<file path="src/rtl/wb_ic_pkg.sv">
// Shared types and constants for the N-port Wishbone interconnect.
package wb_ic_pkg;

   localparam int unsigned DW      = 32;
   localparam int unsigned SELW    = 4;
   localparam int unsigned IDXW    = 8;
   localparam int unsigned OFFW    = 24;
   localparam int unsigned TO_W    = 16;
   localparam int unsigned SEL_MSB = 31;
   localparam int unsigned SEL_LSB = 24;

   localparam logic [7:0] IRQ_STATUS_OFF = 8'h0;
   localparam logic [7:0] IRQ_MASK_OFF   = 8'h4;

   typedef enum logic [1:0] {
      ST_IDLE,
      ST_BUSY,
      ST_ACK,
      ST_ERR
   } state_e;

   // Master request latched at the start of a transaction.
   typedef struct packed {
      logic            we;
      logic [SELW-1:0] sel;
      logic [DW-1:0]   adr;
      logic [DW-1:0]   dat;
   } req_t;

endpackage

</file>
<file path="src/rtl/wishbone_interconnect_nport_if.sv">
// Bundle of master-side and per-slave Wishbone signals.
interface wishbone_interconnect_nport_if #(
   parameter int unsigned NUM_SLAVES = 4
);
   logic                    i_m_we;
   logic                    i_m_stb;
   logic                    i_m_cyc;
   logic [3:0]              i_m_sel;
   logic [31:0]             i_m_adr;
   logic [31:0]             i_m_dat;
   logic [31:0]             o_m_dat;
   logic                    o_m_ack;
   logic                    o_m_err;
   logic                    o_m_int;
   logic [NUM_SLAVES-1:0]   o_s_we;
   logic [NUM_SLAVES-1:0]   o_s_stb;
   logic [NUM_SLAVES-1:0]   o_s_cyc;
   logic [4*NUM_SLAVES-1:0] o_s_sel;
   logic [32*NUM_SLAVES-1:0] o_s_adr;
   logic [32*NUM_SLAVES-1:0] o_s_dat;
   logic [32*NUM_SLAVES-1:0] i_s_dat;
   logic [NUM_SLAVES-1:0]   i_s_ack;
   logic [NUM_SLAVES-1:0]   i_s_int;

   // Interconnect side.
   modport slave (
      input  i_m_we, i_m_stb, i_m_cyc, i_m_sel, i_m_adr, i_m_dat,
      input  i_s_dat, i_s_ack, i_s_int,
      output o_m_dat, o_m_ack, o_m_err, o_m_int,
      output o_s_we, o_s_stb, o_s_cyc, o_s_sel, o_s_adr, o_s_dat
   );

   // Bus master / slave-model side.
   modport master (
      output i_m_we, i_m_stb, i_m_cyc, i_m_sel, i_m_adr, i_m_dat,
      output i_s_dat, i_s_ack, i_s_int,
      input  o_m_dat, o_m_ack, o_m_err, o_m_int,
      input  o_s_we, o_s_stb, o_s_cyc, o_s_sel, o_s_adr, o_s_dat
   );
endinterface

</file>
<file path="src/rtl/wb_ic_irq_regs.sv">
// Interrupt STATUS capture, byte-writable MASK and masked interrupt output.
module wb_ic_irq_regs
   import wb_ic_pkg::*;
#(
   parameter int unsigned NUM_SLAVES = 4
) (
   input  logic                  clk,
   input  logic                  rst,
   input  logic [NUM_SLAVES-1:0] s_int_i,
   input  logic                  wr_en_i,
   input  logic [SELW-1:0]       wr_sel_i,
   input  logic [DW-1:0]         wr_dat_i,
   input  logic [OFFW-1:0]       offset_i,
   output logic [DW-1:0]         rd_dat_c_o,
   output logic                  int_o
);

   localparam logic [OFFW-1:0] STATUS_OFF = OFFW'(IRQ_STATUS_OFF);
   localparam logic [OFFW-1:0] MASK_OFF   = OFFW'(IRQ_MASK_OFF);

   logic [NUM_SLAVES-1:0] status_q;
   logic [DW-1:0]         mask_q, mask_d;
   logic                  int_q, int_d;
   logic [DW-1:0]         status_c;
   logic                  mask_wr_c;

   assign status_c  = DW'(status_q);
   assign mask_wr_c = wr_en_i && (offset_i == MASK_OFF);
   assign int_d     = |(status_c & mask_q);
   assign int_o     = int_q;

   // Byte-lane MASK update.
   for (genvar b = 0; b < int'(SELW); b++) begin : g_lane
      assign mask_d[8*b +: 8] = (mask_wr_c && wr_sel_i[b]) ? wr_dat_i[8*b +: 8]
                                                           : mask_q[8*b +: 8];
   end

   // Register window read mux on the live offset.
   always_comb begin
      rd_dat_c_o = '0;
      if (offset_i == STATUS_OFF) rd_dat_c_o = status_c;
      else if (offset_i == MASK_OFF) rd_dat_c_o = mask_q;
   end

   // STATUS sampling, MASK storage and registered interrupt.
   always_ff @(posedge clk or posedge rst) begin
      if (rst) begin
         status_q <= '0;
         mask_q   <= '1;
         int_q    <= 1'b0;
      end else begin
         status_q <= s_int_i;
         mask_q   <= mask_d;
         int_q    <= int_d;
      end
   end

endmodule

</file>
<file path="src/rtl/wishbone_interconnect_nport.sv">
// Registered N-slave Wishbone classic interconnect with timeout, unmapped
// error, master abort and an interrupt register window.
module wishbone_interconnect_nport
   import wb_ic_pkg::*;
#(
   parameter int unsigned NUM_SLAVES     = 4,
   parameter logic [7:0]  IRQ_SEL        = 8'hFF,
   parameter int unsigned TIMEOUT_CYCLES = 256
) (
   input logic                        clk,
   input logic                        rst,
   wishbone_interconnect_nport_if.slave bus
);

   localparam logic [TO_W-1:0] TO_LAST = TO_W'(TIMEOUT_CYCLES - 1);

   state_e                state_q, state_d;
   req_t                  req_q, req_d;
   logic [TO_W-1:0]       cnt_q, cnt_d;
   logic [NUM_SLAVES-1:0] oh_q, oh_d;
   logic [DW-1:0]         dat_q, dat_d;
   logic                  ack_q, ack_d;
   logic                  err_q, err_d;

   logic [IDXW-1:0]       idx_c;
   logic [NUM_SLAVES-1:0] sel_oh_c;
   logic                  start_c, hit_c, irq_wr_c;
   logic [DW-1:0]         s_rd_c, irq_rd_c;
   logic [DW-1:0]         rd_chain [NUM_SLAVES+1];

   assign idx_c    = bus.i_m_adr[SEL_MSB:SEL_LSB];
   assign start_c  = (state_q == ST_IDLE) && bus.i_m_cyc && bus.i_m_stb;
   assign hit_c    = |(bus.i_s_ack & oh_q);
   assign irq_wr_c = start_c && (idx_c == IRQ_SEL) && bus.i_m_we;
   assign rd_chain[0] = '0;
   assign s_rd_c   = rd_chain[NUM_SLAVES];

   // Per-slave decode, request fan-out and read-data fan-in.
   for (genvar k = 0; k < int'(NUM_SLAVES); k++) begin : g_slv
      assign sel_oh_c[k]              = (idx_c == IDXW'(k));
      assign bus.o_s_stb[k]           = oh_q[k];
      assign bus.o_s_cyc[k]           = oh_q[k];
      assign bus.o_s_we[k]            = oh_q[k] & req_q.we;
      assign bus.o_s_sel[SELW*k +: SELW] = oh_q[k] ? req_q.sel : '0;
      assign bus.o_s_adr[DW*k +: DW]  = oh_q[k] ? req_q.adr : '0;
      assign bus.o_s_dat[DW*k +: DW]  = oh_q[k] ? req_q.dat : '0;
      assign rd_chain[k+1] = rd_chain[k] | ({DW{oh_q[k]}} & bus.i_s_dat[DW*k +: DW]);
   end

   assign bus.o_m_dat = dat_q;
   assign bus.o_m_ack = ack_q;
   assign bus.o_m_err = err_q;

   wb_ic_irq_regs #(
      .NUM_SLAVES (NUM_SLAVES)
   ) u_irq (
      .clk        (clk),
      .rst        (rst),
      .s_int_i    (bus.i_s_int),
      .wr_en_i    (irq_wr_c),
      .wr_sel_i   (bus.i_m_sel),
      .wr_dat_i   (bus.i_m_dat),
      .offset_i   (bus.i_m_adr[OFFW-1:0]),
      .rd_dat_c_o (irq_rd_c),
      .int_o      (bus.o_m_int)
   );

   // Transaction FSM: decode, slave wait/timeout/abort, one-cycle responses.
   always_comb begin
      state_d = state_q;
      req_d   = req_q;
      cnt_d   = '0;
      oh_d    = '0;
      dat_d   = dat_q;
      ack_d   = 1'b0;
      err_d   = 1'b0;
      unique case (state_q)
         ST_IDLE: begin
            if (start_c) begin
               req_d.we  = bus.i_m_we;
               req_d.sel = bus.i_m_sel;
               req_d.adr = {8'h00, bus.i_m_adr[OFFW-1:0]};
               req_d.dat = bus.i_m_dat;
               if (32'(idx_c) < NUM_SLAVES) begin
                  state_d = ST_BUSY;
                  oh_d    = sel_oh_c;
               end else if (idx_c == IRQ_SEL) begin
                  state_d = ST_ACK;
                  ack_d   = 1'b1;
                  dat_d   = irq_rd_c;
               end else begin
                  state_d = ST_ERR;
                  err_d   = 1'b1;
                  dat_d   = '0;
               end
            end
         end
         ST_BUSY: begin
            if (!bus.i_m_cyc) begin
               state_d = ST_IDLE;
            end else if (hit_c) begin
               state_d = ST_ACK;
               ack_d   = 1'b1;
               dat_d   = s_rd_c;
            end else if (cnt_q == TO_LAST) begin
               state_d = ST_ERR;
               err_d   = 1'b1;
               dat_d   = '0;
            end else begin
               oh_d  = oh_q;
               cnt_d = cnt_q + TO_W'(1);
            end
         end
         ST_ACK:  state_d = ST_IDLE;
         ST_ERR:  state_d = ST_IDLE;
         default: state_d = ST_IDLE;
      endcase
   end

   // State, request and response registers.
   always_ff @(posedge clk or posedge rst) begin
      if (rst) begin
         state_q <= ST_IDLE;
         req_q   <= '0;
         cnt_q   <= '0;
         oh_q    <= '0;
         dat_q   <= '0;
         ack_q   <= 1'b0;
         err_q   <= 1'b0;
      end else begin
         state_q <= state_d;
         req_q   <= req_d;
         cnt_q   <= cnt_d;
         oh_q    <= oh_d;
         dat_q   <= dat_d;
         ack_q   <= ack_d;
         err_q   <= err_d;
      end
   end

endmodule

</file>
<file path="src/flat_wrapper.sv">
// flat-port wrapper written by rule: the top's interface ports become plain ports
module wishbone_interconnect_nport_flat import wb_ic_pkg::*;
#(
   parameter int unsigned NUM_SLAVES     = 4,
   parameter logic [7:0]  IRQ_SEL        = 8'hFF,
   parameter int unsigned TIMEOUT_CYCLES = 256
)
  (clk, rst, bus_i_m_we, bus_i_m_stb, bus_i_m_cyc, bus_i_m_sel, bus_i_m_adr, bus_i_m_dat, bus_i_s_dat, bus_i_s_ack, bus_i_s_int, bus_o_m_dat, bus_o_m_ack, bus_o_m_err, bus_o_m_int, bus_o_s_we, bus_o_s_stb, bus_o_s_cyc, bus_o_s_sel, bus_o_s_adr, bus_o_s_dat);
  wishbone_interconnect_nport_if #(.NUM_SLAVES(NUM_SLAVES)) bus_i ();
  input logic clk;
  input logic rst;
  input wire logic [$bits(bus_i.i_m_we)-1:0] bus_i_m_we;
  input wire logic [$bits(bus_i.i_m_stb)-1:0] bus_i_m_stb;
  input wire logic [$bits(bus_i.i_m_cyc)-1:0] bus_i_m_cyc;
  input wire logic [$bits(bus_i.i_m_sel)-1:0] bus_i_m_sel;
  input wire logic [$bits(bus_i.i_m_adr)-1:0] bus_i_m_adr;
  input wire logic [$bits(bus_i.i_m_dat)-1:0] bus_i_m_dat;
  input wire logic [$bits(bus_i.i_s_dat)-1:0] bus_i_s_dat;
  input wire logic [$bits(bus_i.i_s_ack)-1:0] bus_i_s_ack;
  input wire logic [$bits(bus_i.i_s_int)-1:0] bus_i_s_int;
  output wire logic [$bits(bus_i.o_m_dat)-1:0] bus_o_m_dat;
  output wire logic [$bits(bus_i.o_m_ack)-1:0] bus_o_m_ack;
  output wire logic [$bits(bus_i.o_m_err)-1:0] bus_o_m_err;
  output wire logic [$bits(bus_i.o_m_int)-1:0] bus_o_m_int;
  output wire logic [$bits(bus_i.o_s_we)-1:0] bus_o_s_we;
  output wire logic [$bits(bus_i.o_s_stb)-1:0] bus_o_s_stb;
  output wire logic [$bits(bus_i.o_s_cyc)-1:0] bus_o_s_cyc;
  output wire logic [$bits(bus_i.o_s_sel)-1:0] bus_o_s_sel;
  output wire logic [$bits(bus_i.o_s_adr)-1:0] bus_o_s_adr;
  output wire logic [$bits(bus_i.o_s_dat)-1:0] bus_o_s_dat;
  assign bus_i.i_m_we = bus_i_m_we;
  assign bus_i.i_m_stb = bus_i_m_stb;
  assign bus_i.i_m_cyc = bus_i_m_cyc;
  assign bus_i.i_m_sel = bus_i_m_sel;
  assign bus_i.i_m_adr = bus_i_m_adr;
  assign bus_i.i_m_dat = bus_i_m_dat;
  assign bus_i.i_s_dat = bus_i_s_dat;
  assign bus_i.i_s_ack = bus_i_s_ack;
  assign bus_i.i_s_int = bus_i_s_int;
  assign bus_o_m_dat = bus_i.o_m_dat;
  assign bus_o_m_ack = bus_i.o_m_ack;
  assign bus_o_m_err = bus_i.o_m_err;
  assign bus_o_m_int = bus_i.o_m_int;
  assign bus_o_s_we = bus_i.o_s_we;
  assign bus_o_s_stb = bus_i.o_s_stb;
  assign bus_o_s_cyc = bus_i.o_s_cyc;
  assign bus_o_s_sel = bus_i.o_s_sel;
  assign bus_o_s_adr = bus_i.o_s_adr;
  assign bus_o_s_dat = bus_i.o_s_dat;
  wishbone_interconnect_nport #(.NUM_SLAVES(NUM_SLAVES), .IRQ_SEL(IRQ_SEL), .TIMEOUT_CYCLES(TIMEOUT_CYCLES)) u_core (.clk(clk), .rst(rst), .bus(bus_i));
endmodule
</file>
<file path="config.mk">
export PLATFORM = sky130hd
export DESIGN_NAME = wishbone_interconnect_nport_flat
export DESIGN_NICKNAME = d
export VERILOG_FILES = /design/src/rtl/wb_ic_pkg.sv /design/src/rtl/wishbone_interconnect_nport_if.sv /design/src/rtl/wb_ic_irq_regs.sv /design/src/rtl/wishbone_interconnect_nport.sv /design/src/flat_wrapper.sv
export SDC_FILE = /design/constraint.sdc
export NUM_CORES = 1
export LEC_CHECK = 0
export BUFFER_PORTS_ARGS = -buffer_cell sky130_fd_sc_hd__buf_2
export CAP_MARGIN = 20
export CORE_AREA = 2 2 207 209
export CTS_CLUSTER_DIAMETER = 200
export DETAILED_ROUTE_END_ITERATION = 8
export DIE_AREA = 0 0 209 211
export PLACE_DENSITY = 0.47
export SLEW_MARGIN = 20
export SYNTH_ARGS = -nofsm -noshare
export SYNTH_HDL_FRONTEND = slang
export SYNTH_SLANG_ARGS = --single-unit
</file>
<file path="constraint.sdc">
create_clock -name clk -period 8.75 [get_ports clk]
set_input_delay 0.4375 -clock clk [delete_from_list [all_inputs] [get_ports clk]]
set_output_delay 0.4375 -clock clk [all_outputs]
set_load 0.005 [all_outputs]
</file>
**After elaboration in Yosys (flattened, before gate mapping)**

Index checks and enable logic that the tools add are counted.
W data, S select, Z words.

- Register bits after elaboration: 154
- Word-level logic and storage cells: 115

- Multiplexer cells: 51
- $add $sub $neg: 1
- Reductions and logical operators: 19
- $lt $le $gt $ge: 1
- Bitwise operators: 13
- Eq/ne operators: 14

Operators with widths:

| operator | count |
|---|---|
| $mux W32 | 12 |
| $and A32 B32 Y32 | 4 |
| $mux W24 | 4 |
| $or A32 B32 Y32 | 3 |
| $mux W16 | 4 |
| $pmux W32 S2 | 1 |
| $mux W4 | 9 |
| $and A4 B32 Y32 | 1 |
| $reduce_or A32 Y1 | 1 |
| $eq A24 B3 Y1 const B | 1 |
| $logic_not A24 Y1 | 1 |
| $add A16 B1 Y16 const B | 1 |
| $eq A16 B8 Y1 const B | 1 |
| $eq A8 B2 Y1 const B | 2 |
| $mux W1 | 12 |
| $mux W2 | 5 |
| $logic_and A1 B1 Y1 | 9 |
| $eq A8 B1 Y1 const B | 1 |
| $eq A8 B8 Y1 const B | 1 |
| $logic_not A8 Y1 | 1 |
| $lt A8 B3 Y1 const B | 1 |
| $pmux W4 S2 | 1 |
| $pmux W2 S3 | 1 |
| $reduce_and A5 Y1 | 1 |
| 14 further kinds | 21 |

**Depth between registers and ports, before layout**

Gate-level depths: netlist of run 1.

- Depth after elaboration: 7
- Gate-level depth with buffers: 8
- Mapped depth without buffers: 6

**By module**

Synthesis of run 1 repeated with hierarchy kept, for this count alone.

- Cells, all modules: 910
- Area total of the unflattened synthesis: 9455.3 um2

Modules (own cells, without submodules):

| module | cells an instance | seq. area each (um2) | instances | area each (um2) |
|---|---|---|---|---|
| wishbone_interconnect_nport | 780 | 2927.8 | 1 | 7652.3 |
| wb_ic_irq_regs | 130 | 965.9 | 1 | 1803.0 |

**Worst setup path after synthesis of run 1**

No wires, ideal clock.

- Kind: input port to flip-flop
- Start: in bus_i_m_adr[17]
- End: reg u_core.dat_q[4] (netlist: u_core.bus.o_m_dat[4])
- Slack: 6.834 ns
- Cell stages on the path: 6
- Arrival time: 1.833 ns
- Required time: 8.667 ns
- Path buffers: 1
- Path through: nor4_1 -> nand4_1 -> nor4b_4 -> buf_4 -> a21oi_1 -> o21ai_0

- Word-level cells in the longest chain between the ends: 7
- Elaborated cells between the ends (all ways): 8

RTL lines:

| element | RTL line | text |
|---|---|---|
| start: declaration | flat_wrapper.sv:16 | `input wire logic [$bits(bus_i.i_m_adr)-1:0] bus_i_m_adr;` |
| $eq A24 B3 Y1 | wb_ic_irq_regs.sv:42 | `else if (offset_i == MASK_OFF) rd_dat_c_o = mask_q;` |
| $mux W32 | wb_ic_irq_regs.sv:42 |  |
| $mux W32 (*) | wb_ic_irq_regs.sv:41 | `if (offset_i == STATUS_OFF) rd_dat_c_o = status_c;` |
| $mux W32 (*) | wishbone_interconnect_nport.sv:87 | `end else if (idx_c == IRQ_SEL) begin` |
| $mux W32 (*) | wishbone_interconnect_nport.sv:84 | `if (32'(idx_c) < NUM_SLAVES) begin` |
| $mux W32 (*) | wishbone_interconnect_nport.sv:79 | `if (start_c) begin` |
| $pmux W32 S2 (*) | wishbone_interconnect_nport.sv:77 | `unique case (state_q)` |
| end signal: assignment | wishbone_interconnect_nport.sv:135 | `dat_q <= dat_d;` |
| end: declaration | wishbone_interconnect_nport.sv:21 | `logic [DW-1:0] dat_q, dat_d;` |

Mark *: on every way between the ends. The rest lies on a longest branch, timed or not. The select of a mux whose other input is x is not followed.
A chain may end at the register's enable or synchronous reset.

**Worst setup path in the final report of run 1**

- Start: reg u_core.state_q[1]
- End: reg u_core.u_irq.mask_q[9]

- Word-level cells in the longest chain between the ends: 7

RTL lines:

| element | RTL line | text |
|---|---|---|
| start: declaration | wishbone_interconnect_nport.sv:17 | `state_e state_q, state_d;` |
| start signal: assignment | wishbone_interconnect_nport.sv:131 | `state_q <= state_d;` |
| $logic_not A2 Y1 | wishbone_interconnect_nport.sv:32 | `assign start_c = (state_q == ST_IDLE) && bus.i_m_cyc && bus.i_m_stb;` |
| $logic_and A1 B1 Y1 (2 in a row) | wishbone_interconnect_nport.sv:32 |  |
| $logic_and A1 B1 Y1 (2 in a row) | wishbone_interconnect_nport.sv:34 | `assign irq_wr_c = start_c && (idx_c == IRQ_SEL) && bus.i_m_we;` |
| $logic_and A1 B1 Y1 | wb_ic_irq_regs.sv:28 | `assign mask_wr_c = wr_en_i && (offset_i == MASK_OFF);` |
| $logic_and A1 B1 Y1 | wb_ic_irq_regs.sv:34 | `assign mask_d[8*b +: 8] = (mask_wr_c && wr_sel_i[b]) ? wr_dat_i[8*b +: 8]` |
| end signal: assignment | wb_ic_irq_regs.sv:53 | `mask_q <= mask_d;` |
| end: declaration | wb_ic_irq_regs.sv:22 | `logic [DW-1:0] mask_q, mask_d;` |

Every way passes these cells.

==> reports/qor.yml, run 1 <==
setup_path:
  slowest_delay_ns: 0.94
  critPathLaunchType: "register"
  path_cells: "and4bb_4, nand4_1, nor4_4, nand2_2, mux2_2"
  worstPathArrival_ns: 3.40
  worstPathRequired_ns: 9.10
  path_buf_inv: 0
  ff2ff_setup_slack_ns: 5.70
  worstPathMaxFanout: 63
  cp_slowest_cell: "and4bb_4"
  critPathKind: "reg2reg"
  crit_family: "simple AND/OR/NAND/NOR gates"
  crit_path_end_kind: "register"
timing:
  rsz0062_at_grt: "no"
  timing.fmax_mhz: 328
  worstMarginPinSlew_ns: 1.05
  relSlewSlack: 0.301
  clock_skew_ns: 0.0117
  period_needed_ns: 3.05
  hold_viol_final: 0
  tns_ns: 0
  setup_viol: 0
  min_period_over_period: 0.348
  final_max_slew_viol_count: 0
placement:
  dp.cells: 1996
  place.gp.congestion: 0.798
  io_buffer_count: 495
  hpwl_um: 25700
synthesis:
  post-synth-top-count-cell: "and2_1"
  synthDistinctLibCells: 37
  syn_area_um2: 8870
  synth_top_area_share: 0.344
  ys.flop_type: "dfrtp_1"
  synth_top_area_cell: "dfrtp_1"
  synth_common_cells: "and2_1 (245), nand2_1 (223), dfrtp_1 (122)"
  async_reset_ff_frac: 1.00
  synth_cells: 1031
  ys_top_cells_by_area: "dfrtp_1 (34%), and2_1 (17%), dfstp_2 (9.5%)"
  ys_seq_area_frac: 0.439
  ys.warnings.count: 0
  synth_edf_count: 0
  synth_seq_cells: 154
  synth.avg_cell_area_um2: 8.60
global_routing:
  overflow: 0
  grt_pass1_wl_um: 51700
  antenna_found_initial: 3
  grt_max_degree: 98
  grt_usage: 0.154
  grt_pass1_vias: 8421
detailed_routing:
  drc: 0
  wl_um: 34500
  drtPass1Iterations: 4
  vias: 8665
  wl_per_cell_um: 17.0
  vias_per_cell: 4.27
  drt-initial-drc-count: 388
  final_antenna_net_count: 0
clock_tree:
  cts_tree: "built"
  clock_sinks: 154
  clk_transition_reported_paths_ns: 0.07
  cts_root_buf: "clkbuf_16"
  numCtsBuffers: 17
  cts-resized-gates: 0
  insertion_delay_ns: 0.43
  cts_hold_buf: 0
  clockBufferDepth: 2
  h-tree-depth: 4
  post_cts.repair.setup_buffers: 0
floorplan:
  core_um2: 41800
  dieArea_um2: 44100
  rows: 75
  io_pins: 528
  fp.dieW_um: 209
  initial_core_util: 0.212
  die_h_um: 211
outcome:
  status: "finished clean"
power:
  p_total_mw: 2.18
  peakVddDrop_mv: 0.0983
  powerDensity_nw_per_um2: 176
  p_leak_nw: 6.58
cells_and_area:
  fill_cells: 4520
  area_growth_pct: 39.1
  drive_above_1_share: 0.414
  final_nets: 1686
  final_cells: 2030
hold_path:
  hold_class: "in2reg"
job:
  cap_violations: 0
## cell type report
cell class,count,area [µm²],share of cell area
tap,539,674,0.0547
inverter,6,27.5,0.00223
antenna,2,5.00,0.000406
timing repair buffer,502,2530,0.205
clock inverter,10,153,0.0124
clock buffer,22,495,0.0402
multi-input combinational,795,4550,0.369
sequential,154,3900,0.316
## path summary, 6_finish.rpt
check,startpoint,end,cells after the start
max,u_core.state_q[1],u_core.u_irq.mask_q[9],5
min,bus_i_s_int[3],u_core.u_irq.status_q[3],1
max reg2reg,u_core.state_q[1],u_core.u_irq.mask_q[9],5
min reg2reg,u_core.bus.o_m_dat[16],u_core.bus.o_m_dat[16],2
max in group asynchronous,rst,u_core.bus.o_m_dat[19],3
min in group asynchronous,rst,u_core.req_q[1],2
## placed cells by master (no fill, tap or decap), drive strengths merged, types with 3 or more instances in the layout
master / n
buf: 502
and2: 245
nand2: 227
dfrtp: 122
a22oi: 69
a21oi: 60
mux2: 36
o21ai: 36
conb: 32
dfstp: 32
nor2: 22
clkbuf: 22
nand3: 13
nor4: 10
inv: 9
xor2: 7
xnor2: 7
nand4: 4
a31oi: 4
and3: 4
bufinv: 3
clkinv: 3
## per-layer routing
metal,track usage,up-vias,routed length [µm],part of all wire
met5,0,-,13,0.00038
met4,0.0495,2,582,0.017
met3,0.0287,29,1720,0.050
met2,0.255,323,16600,0.48
met1,0.202,4082,15600,0.45
li1,-,4229,-,-
## kinds of logic after synthesis
group,synth area share
simple gates,0.314
compound gates,0.121
flops,0.439
buf+inv,0.0645
mux,0.0457
xor+xnor,0.0138
fa+ha+maj,0.00141
other cells,0.000423
## where the power goes
group          leakage, nW  internal [mW]  switching [mW]
Combinational         4.34          0.115           0.184
Sequential            1.92          0.864           0.205
Clock                0.315          0.494           0.313
Total                 6.58           1.47           0.702
## stage by stage
stage / utilization / worst slack, ns / hold slack [ns] / instance area [µm²]
after floorplan: - / 4.22 / 0.454 / 8980
after global placement: 0.280 / 5.52 / 0.460 / 11700
after detailed placement: 0.280 / 5.50 / 0.466 / 11700
after CTS: 0.295 / 5.58 / 0.0763 / 12300
after global routing: 0.295 / 5.48 / 0.0864 / 12300
final: 0.295 / 5.70 / 0.117 / 12300
## state kept, by name (all words and copies together) (netlist names)
| name | count |
|---|---|
| u_core.u_irq.int_o | 1 |
| u_core.cnt_q | 16 |
| u_core.bus.o_m_err | 1 |
| u_core.bus.o_m_ack | 1 |
| u_core.state_q | 2 |
| u_core.u_irq.status_q | 4 |
| u_core.req_q | 61 |
| u_core.bus.o_m_dat | 32 |
| u_core.bus.o_s_cyc | 4 |
| u_core.u_irq.mask_q | 32 |
No activity file was read; power rests on OpenSTA's default activity.
==> run 2: changes to the inputs <==
ABC_AREA = 1   (was not set)
PLACE_DENSITY = 0.5   (was 0.47)
clock period = 3.2 ns   (was 8.75 ns; I/O delays follow)
==> run 2 against run 1 <==
Compared with the run above:
- cell count up 30%
- core utilization up 4.0 points
- setup slack worse by 4.8 ns
- first-iteration DRC count up 59%
- critical path type unchanged
- highest routed layer unchanged
==> reports/qor.yml, run 2 <==
clock_tree:
  numCtsBuffers: 17  # unchanged
  clockBufferDepth: 2  # unchanged
  h-tree-depth: 4  # unchanged
  cts_hold_buf: 64  # was 0
  cts_root_buf: "clkbuf_16"  # unchanged
  clock_sinks: 154  # unchanged
  insertion_delay_ns: 0.44  # was 0.43 ns
  post_cts.repair.setup_buffers: 0  # unchanged
  cts_tree: "built"  # unchanged
  cts-resized-gates: 0  # unchanged
  clk_transition_reported_paths_ns: 0.07  # about the same
synthesis:
  synth_top_area_cell: "dfrtp_1"  # unchanged
  ys_top_cells_by_area: "dfrtp_1 (31%), nand2_1 (27%), inv_1 (12%)"  # was dfrtp_1 (34%), and2_1 (17%), dfstp_2 (9.5%)
  async_reset_ff_frac: 1.00  # unchanged
  synth.avg_cell_area_um2: 6.32  # was 8.60 µm²
  post-synth-top-count-cell: "nand2_1"  # was and2_1
  syn_area_um2: 9890  # was 8870 µm²
  ys_seq_area_frac: 0.394  # was 0.439
  synth_cells: 1564  # was 1031
  synth_common_cells: "nand2_1 (719), inv_1 (317), dfrtp_1 (122)"  # was and2_1 (245), nand2_1 (223), dfrtp_1 (122)
  synth_edf_count: 0  # unchanged
  synth_seq_cells: 154  # unchanged
  ys.warnings.count: 0  # unchanged
  ys.flop_type: "dfrtp_1"  # unchanged
  synthDistinctLibCells: 34  # was 37
  synth_top_area_share: 0.309  # was 0.344
placement:
  place.gp.congestion: 0.846  # was 0.798
  dpl_worst_slack_ns: 0.861  # was 5.50 ns
  io_buffer_count: 495  # unchanged
  dp.cells: 2534  # was 1996
  place_area_um2: 12700  # was 11700 µm²
  hpwl_um: 29400  # was 25700 µm
timing:
  rsz0062_at_grt: "no"  # unchanged
  period_needed_ns: 2.34  # was 3.05 ns
  relSlewSlack: 0.264  # was 0.301
  final_max_slew_viol_count: 0  # unchanged
  whs_ns: 0.0440  # was 0.117 ns
  clock_skew_ns: 0.0113  # was 0.0117 ns
  timing.fmax_mhz: 427  # was 328 MHz
  tns_ns: 0  # unchanged
  setup_viol: 0  # unchanged
  worstMarginPinSlew_ns: 1.10  # was 1.05 ns
  setup_ws_ns: 0.861  # was 5.70 ns
  min_period_over_period: 0.731  # was 0.348
  hold_viol_final: 0  # unchanged
detailed_routing:
  vias: 11000  # was 8665
  drc: 0  # unchanged
  wl_per_cell_um: 14.7  # was 17.0 µm
  drt-initial-drc-count: 617  # was 388
  final_antenna_net_count: 0  # unchanged
  drtPass1Iterations: 5  # was 4
  vias_per_cell: 4.18  # was 4.27
  wl_um: 38500  # was 34500 µm
global_routing:
  overflow: 0  # unchanged
  antenna_found_initial: 4  # was 3
  grt_max_degree: 96  # was 98
  grt_use_met2: 0.307  # was 0.255
  grt.busiest_layer: "met2"  # unchanged
  met3_usage: 0.0385  # was 0.0287
  use_met1: 0.208  # was 0.202
  grt_usage: 0.173  # was 0.154
  grt_pass1_vias: 10400  # was 8421
  grt_pass1_wl_um: 58900  # was 51700 µm
cells_and_area:
  utilization: 0.335  # was 0.295
  final_common_cell: "nand2_1"  # was buf_2
  final_cells: 2630  # was 2030
  final_nets: 2288  # was 1686
  postLayoutCellArea_um2: 14000  # was 12300 µm²
  final_cell_mix: "nand2_1 (719), buf_2 (495), inv_1 (316), dfrtp_1 (118), dlygate4sd3_1 (64)"  # was buf_2 (495), and2_1 (245), nand2_1 (223), dfrtp_1 (118), a22oi_1 (69)
  top_register: "u_core.req_q"  # unchanged
  drive_above_1_share: 0.297  # was 0.414
  area_growth_pct: 41.6  # was 39.1%
  largest_register_ff_count: 61  # unchanged
  insertedDiodeCount: 0  # was 2
setup_path:
  worstPathArrival_ns: 2.72  # was 3.40 ns
  worstPathRequired_ns: 3.58  # was 9.10 ns
  critPathKind: "reg2reg"  # unchanged
  crit_path_end_kind: "register"  # unchanged
  critPathLaunchType: "register"  # unchanged
  worstPathMaxFanout: 43  # was 63
power:
  powerDensity_nw_per_um2: 434  # was 176 nW/µm²
  p_leak_nw: 9.47  # was 6.58 nW
  p_total_mw: 6.08  # was 2.18 mW
  peakVddDrop_mv: 0.346  # was 0.0983 mV
floorplan:
  dieArea_um2: 44100  # unchanged
  fp.dieW_um: 209  # unchanged
  die_h_um: 211  # unchanged
  initial_core_util: 0.237  # was 0.212
  rows: 75  # unchanged
  io_pins: 528  # unchanged
  core_um2: 41800  # unchanged
job:
  cap_violations: 0  # unchanged
outcome:
  status: "finished clean"  # unchanged
hold_path:
  hold_class: "in2reg"  # unchanged
-- run 2: cell count changes in the layout (fill, tap and decap cells not counted), sizes merged, moves of 9 or more --
cell         previous run  this run
mux2                   36         0
nor2                   22        59
inv                     9       322
and2                  245         0
nand4                   4        40
nand2                 227       719
dlygate4sd3             0        64
o21ai                  36        76
a22oi                  69         1
nor4                   10         1
a21oi                  60         5
nand3                  13        57
-- run 2: worst max-delay path, cell delays in order (launching register included) --
cell,delay (ns)
dfrtp_4,0.72
inv_1,0.10
o22ai_1,0.32
nor2_4,0.09
nor2_4,0.63
nand2_1,0.14
nand2_1,0.09
nand2_1,0.05
nand2_1,0.10
-- run 2: final timing paths --
| path | from | endpoint | cells past startpoint | slack (ns) |
|---|---|---|---|---|
| setup / recovery | u_core.bus.o_s_cyc[0] | u_core.bus.o_m_dat[25] | 8 | 0.86 |
| hold / removal | bus_i_m_adr[3] | u_core.req_q[35] | 3 | 0.04 |
| setup reg to reg | u_core.bus.o_s_cyc[0] | u_core.bus.o_m_dat[25] | 8 | 0.86 |
| hold reg to reg | u_core.u_irq.mask_q[28] | u_core.u_irq.mask_q[28] | 2 | 0.47 |
| max in group asynchronous | rst | u_core.u_irq.mask_q[15] | 4 | 2.02 |
| min in group asynchronous | rst | u_core.req_q[29] | 3 | 0.42 |
-- run 2: where the power goes --
part / switching [mW] / internal (mW) / total (mW)
clock: 0.906 / 1.24 / 2.15
sequential: 0.603 / 2.33 / 2.93
combinational: 0.605 / 0.390 / 0.995
-- run 2: area by class of cell --
class / count / area, µm²
flip-flops and latches: 154 / 3910
multi-input cells: 1011 / 4330
repair buffers: 574 / 3270
fillers: 4612 / 27800
clock buffers: 17 / 425
clock inverters: 15 / 190
inverters: 320 / 1210
well taps: 539 / 674
-- run 2: cell families (layout without fill, tap and decap cells) --
logic type               count (synthesis)  after routing  synth area share
AO/OA/AOI/OAI                           85             85            0.0529
buffers and inverters                  430            926             0.182
flip-flops                             154            154             0.394
AND/OR/NAND/NOR                        888            888             0.365
XOR/XNOR                                 5              5           0.00443
other                                    1             32          0.000379
adder cells (fa/ha/maj)                  1              1           0.00127
-- run 2: per-layer routing --
layer  part of all wire  wire (µm)
met3              0.059       2260
met1               0.42      16100
met2               0.50      19200
met4              0.023        871
met5            0.00070         27
==> run 3: changes to the inputs <==
PLACE_DENSITY = 0.51   (was 0.5)
clock period = 1.95 ns   (was 3.2 ns; I/O delays follow)
==> run 3 against run 2 <==
Compared with the run above:
- sequential share of layout area down 0.63 points
- cell count up 1.1%
- first-iteration DRC count down 12%
- non-clock buffer count up 28
- register-to-register slack worse by 0.71 ns
==> reports/qor.yml, run 3 (synthesis gave the netlist of run 2 again) <==
floorplan:
  rows: 75  # unchanged
  die_h_um: 211  # unchanged
  dieArea_um2: 44100  # unchanged
  fp.dieW_um: 209  # unchanged
  core_um2: 41800  # unchanged
  io_pins: 528  # unchanged
  initial_core_util: 0.237  # unchanged
setup_path:
  path_cells: "dlygate4sd3_1, buf_2, nor2_1, nand4_1, nor3b_4, nand3_2, buf_4, nand2_1, o21ai_2"  # was inv_1, o22ai_1, nor2_4, nor2_4, nand2_1, nand2_1, nand2_1, nand2_1
  slowest_delay_ns: 0.55  # was 0.72 ns
  r2r-start: "u_core.cnt_q[1]"  # was u_core.bus.o_s_cyc[0]
  cp_slowest_cell: "dlygate4sd3_1"  # was dfrtp_4
  worstPathRequired_ns: 2.32  # was 3.58 ns
  crit_path_end_kind: "register"  # unchanged
  critPathLaunchType: "input pin"  # was register
  crit_path_start: "bus_i_m_adr[6]"  # was u_core.bus.o_s_cyc[0]
  worstPathArrival_ns: 2.18  # was 2.72 ns
  critPathKind: "in2reg"  # was reg2reg
  worstPathMaxFanout: 16  # was 43
clock_tree:
  clockBufferDepth: 2  # unchanged
  h-tree-depth: 4  # unchanged
  cts_root_buf: "clkbuf_16"  # unchanged
  clock_sinks: 154  # unchanged
  insertion_delay_ns: 0.44  # about the same
  numCtsBuffers: 17  # unchanged
  cts_tree: "built"  # unchanged
  clk_transition_reported_paths_ns: 0.07  # about the same
placement:
  place.gp.congestion: 0.854  # was 0.846
  hpwl_um: 30900  # was 29400 µm
  io_buffer_count: 495  # unchanged
hold_path:
  hold_class: "in2reg"  # unchanged
  min-delay-start: "bus_i_m_adr[23]"  # was bus_i_m_adr[3]
cells_and_area:
  final_cell_mix: "nand2_1 (719), buf_2 (495), inv_1 (316), dfrtp_1 (118), dlygate4sd3_1 (67)"  # was nand2_1 (719), buf_2 (495), inv_1 (316), dfrtp_1 (118), dlygate4sd3_1 (64)
  top_register: "u_core.req_q"  # unchanged
  final_common_cell: "nand2_1"  # unchanged
  drive_above_1_share: 0.305  # was 0.297
  area_growth_pct: 44.9  # was 41.6%
  insertedDiodeCount: 0  # unchanged
  largest_register_ff_count: 61  # unchanged
  utilization: 0.343  # was 0.335
  final_nets: 2316  # was 2288
detailed_routing:
  final_antenna_net_count: 0  # unchanged
  vias_per_cell: 4.21  # was 4.18
  drt-initial-drc-count: 541  # was 617
  drc: 0  # unchanged
  wl_per_cell_um: 15.2  # was 14.7 µm
  wl_um: 40300  # was 38500 µm
  drtPass1Iterations: 5  # unchanged
  vias: 11200  # was 11000
power:
  switching_share: 0.354  # was 0.348
  p_leak_nw: 9.63  # was 9.47 nW
  p_int_mw: 6.50  # was 3.96 mW
  peakVddDrop_mv: 0.469  # was 0.346 mV
  power_frac_comb: 0.177  # was 0.164
  powerDensity_nw_per_um2: 703  # was 434 nW/µm²
  clockPowerShare: 0.343  # was 0.354
  power_switching_mw: 3.57  # was 2.11 mW
  seq_power_share: 0.479  # was 0.483
timing:
  final_max_slew_viol_count: 0  # unchanged
  period_needed_ns: 1.81
  rsz0062_at_grt: "yes"  # was no
  setup_viol: 0  # unchanged
  min_period_over_period: 0.930
  clock_skew_ns: 0.0109  # was 0.0113 ns
  hold_viol_final: 0  # unchanged
  tns_ns: 0  # unchanged
  timing.fmax_mhz: 552
global_routing:
  grt_pass1_wl_um: 61100  # was 58900 µm
  grt_max_degree: 52  # was 96
  grt_pass1_vias: 10800  # was 10400
  grt_usage: 0.181  # was 0.173
  antenna_found_initial: 2  # was 4
  overflow: 0  # unchanged
outcome:
  status: "finished clean"  # unchanged
job:
  cap_violations: 0  # unchanged
-- run 3: cell count changes in the layout (fill, tap and decap cells not counted) --
| cell | change |
|---|---|
| buf_4 | +16 |
| buf_12 | +9 |
| dlygate4sd3_1 | +3 |
| clkinv_4 | -2 |
| inv_6 | +2 |
| bufinv_16 | -1 |
| clkbuf_8 | +1 |
| nand3_2 | -1 |
| nand3_4 | +1 |
| nor2_1 | -1 |
| nor2_2 | +1 |
-- run 3: power groups by stage --
stage	clock [mW]	combinational [mW]	sequential (mW)
detailed placement	0	1.73	4.87
global route	3.72	2.06	4.94
finish	3.46	1.79	4.83
floorplan	0	1.07	4.46
CTS	3.58	1.84	4.82
global placement	0	1.69	4.84
-- run 3: worst max-delay path: cells and delay by family --
| family | cells | cell delay (ns) |
|---|---|---|
| buffers and inverters | 3 | 0.95 |
| AO/OA/AOI/OAI | 1 | 0.05 |
| AND/OR/NAND/NOR | 5 | 1.07 |
-- run 3: metal layers --
layer  global-route usage  share of wire
met1                0.213           0.42
met2                0.325           0.50
met3               0.0358          0.051
met4               0.0663          0.029
met5                    0        0.00067
-- run 3: worst paths after layout --
| path | depth (start not counted) | end | slack [ns] |
|---|---|---|---|
| worst max-delay path | 9 | u_core.u_irq.mask_q[15] | 0.14 |
| worst min-delay path | 3 | u_core.req_q[55] | 0.03 |
| worst max register to register | 9 | u_core.bus.o_m_dat[11] | 0.15 |
| worst min register to register | 2 | u_core.u_irq.mask_q[26] | 0.48 |
| max in group asynchronous | 4 | u_core.u_irq.mask_q[3] | 1.04 |
| min in group asynchronous | 3 | u_core.req_q[29] | 0.23 |
-- run 3: cell type report --
cell class                 count  area (µm²)
clock inverter                14         160
sequential                   154        3910
inverter                     320        1210
tap                          539         674
clock buffer                  18         439
timing repair buffer         602        3600
multi-input combinational   1011        4340
fill                        4539       27400
-- run 3: timing repair --
item / CTS / global route
endpoints found under the hold margin: 110 / 0
hold buffers: 67 / 0
setup endpoints to repair: 0 / 12
buffers inserted: 0 / 0
resized for setup: 0 / 2
-- run 3: per-stage QoR --
step	total power, mW	setup WS [ns]	instance area [µm²]	hold slack, ns	std cells
CTS	10.3	0.0135	14300	0.00683	2658
floorplan	5.53	-0.0663	10000	0.129	1595
detailed placement	6.60	0.0940	13000	0.157	2559
finish	10.1	0.137	14300	0.0284	2658
global route	10.7	-0.0335	14300	0.0266	2658
global placement	6.53	0.116	13000	0.159	2559
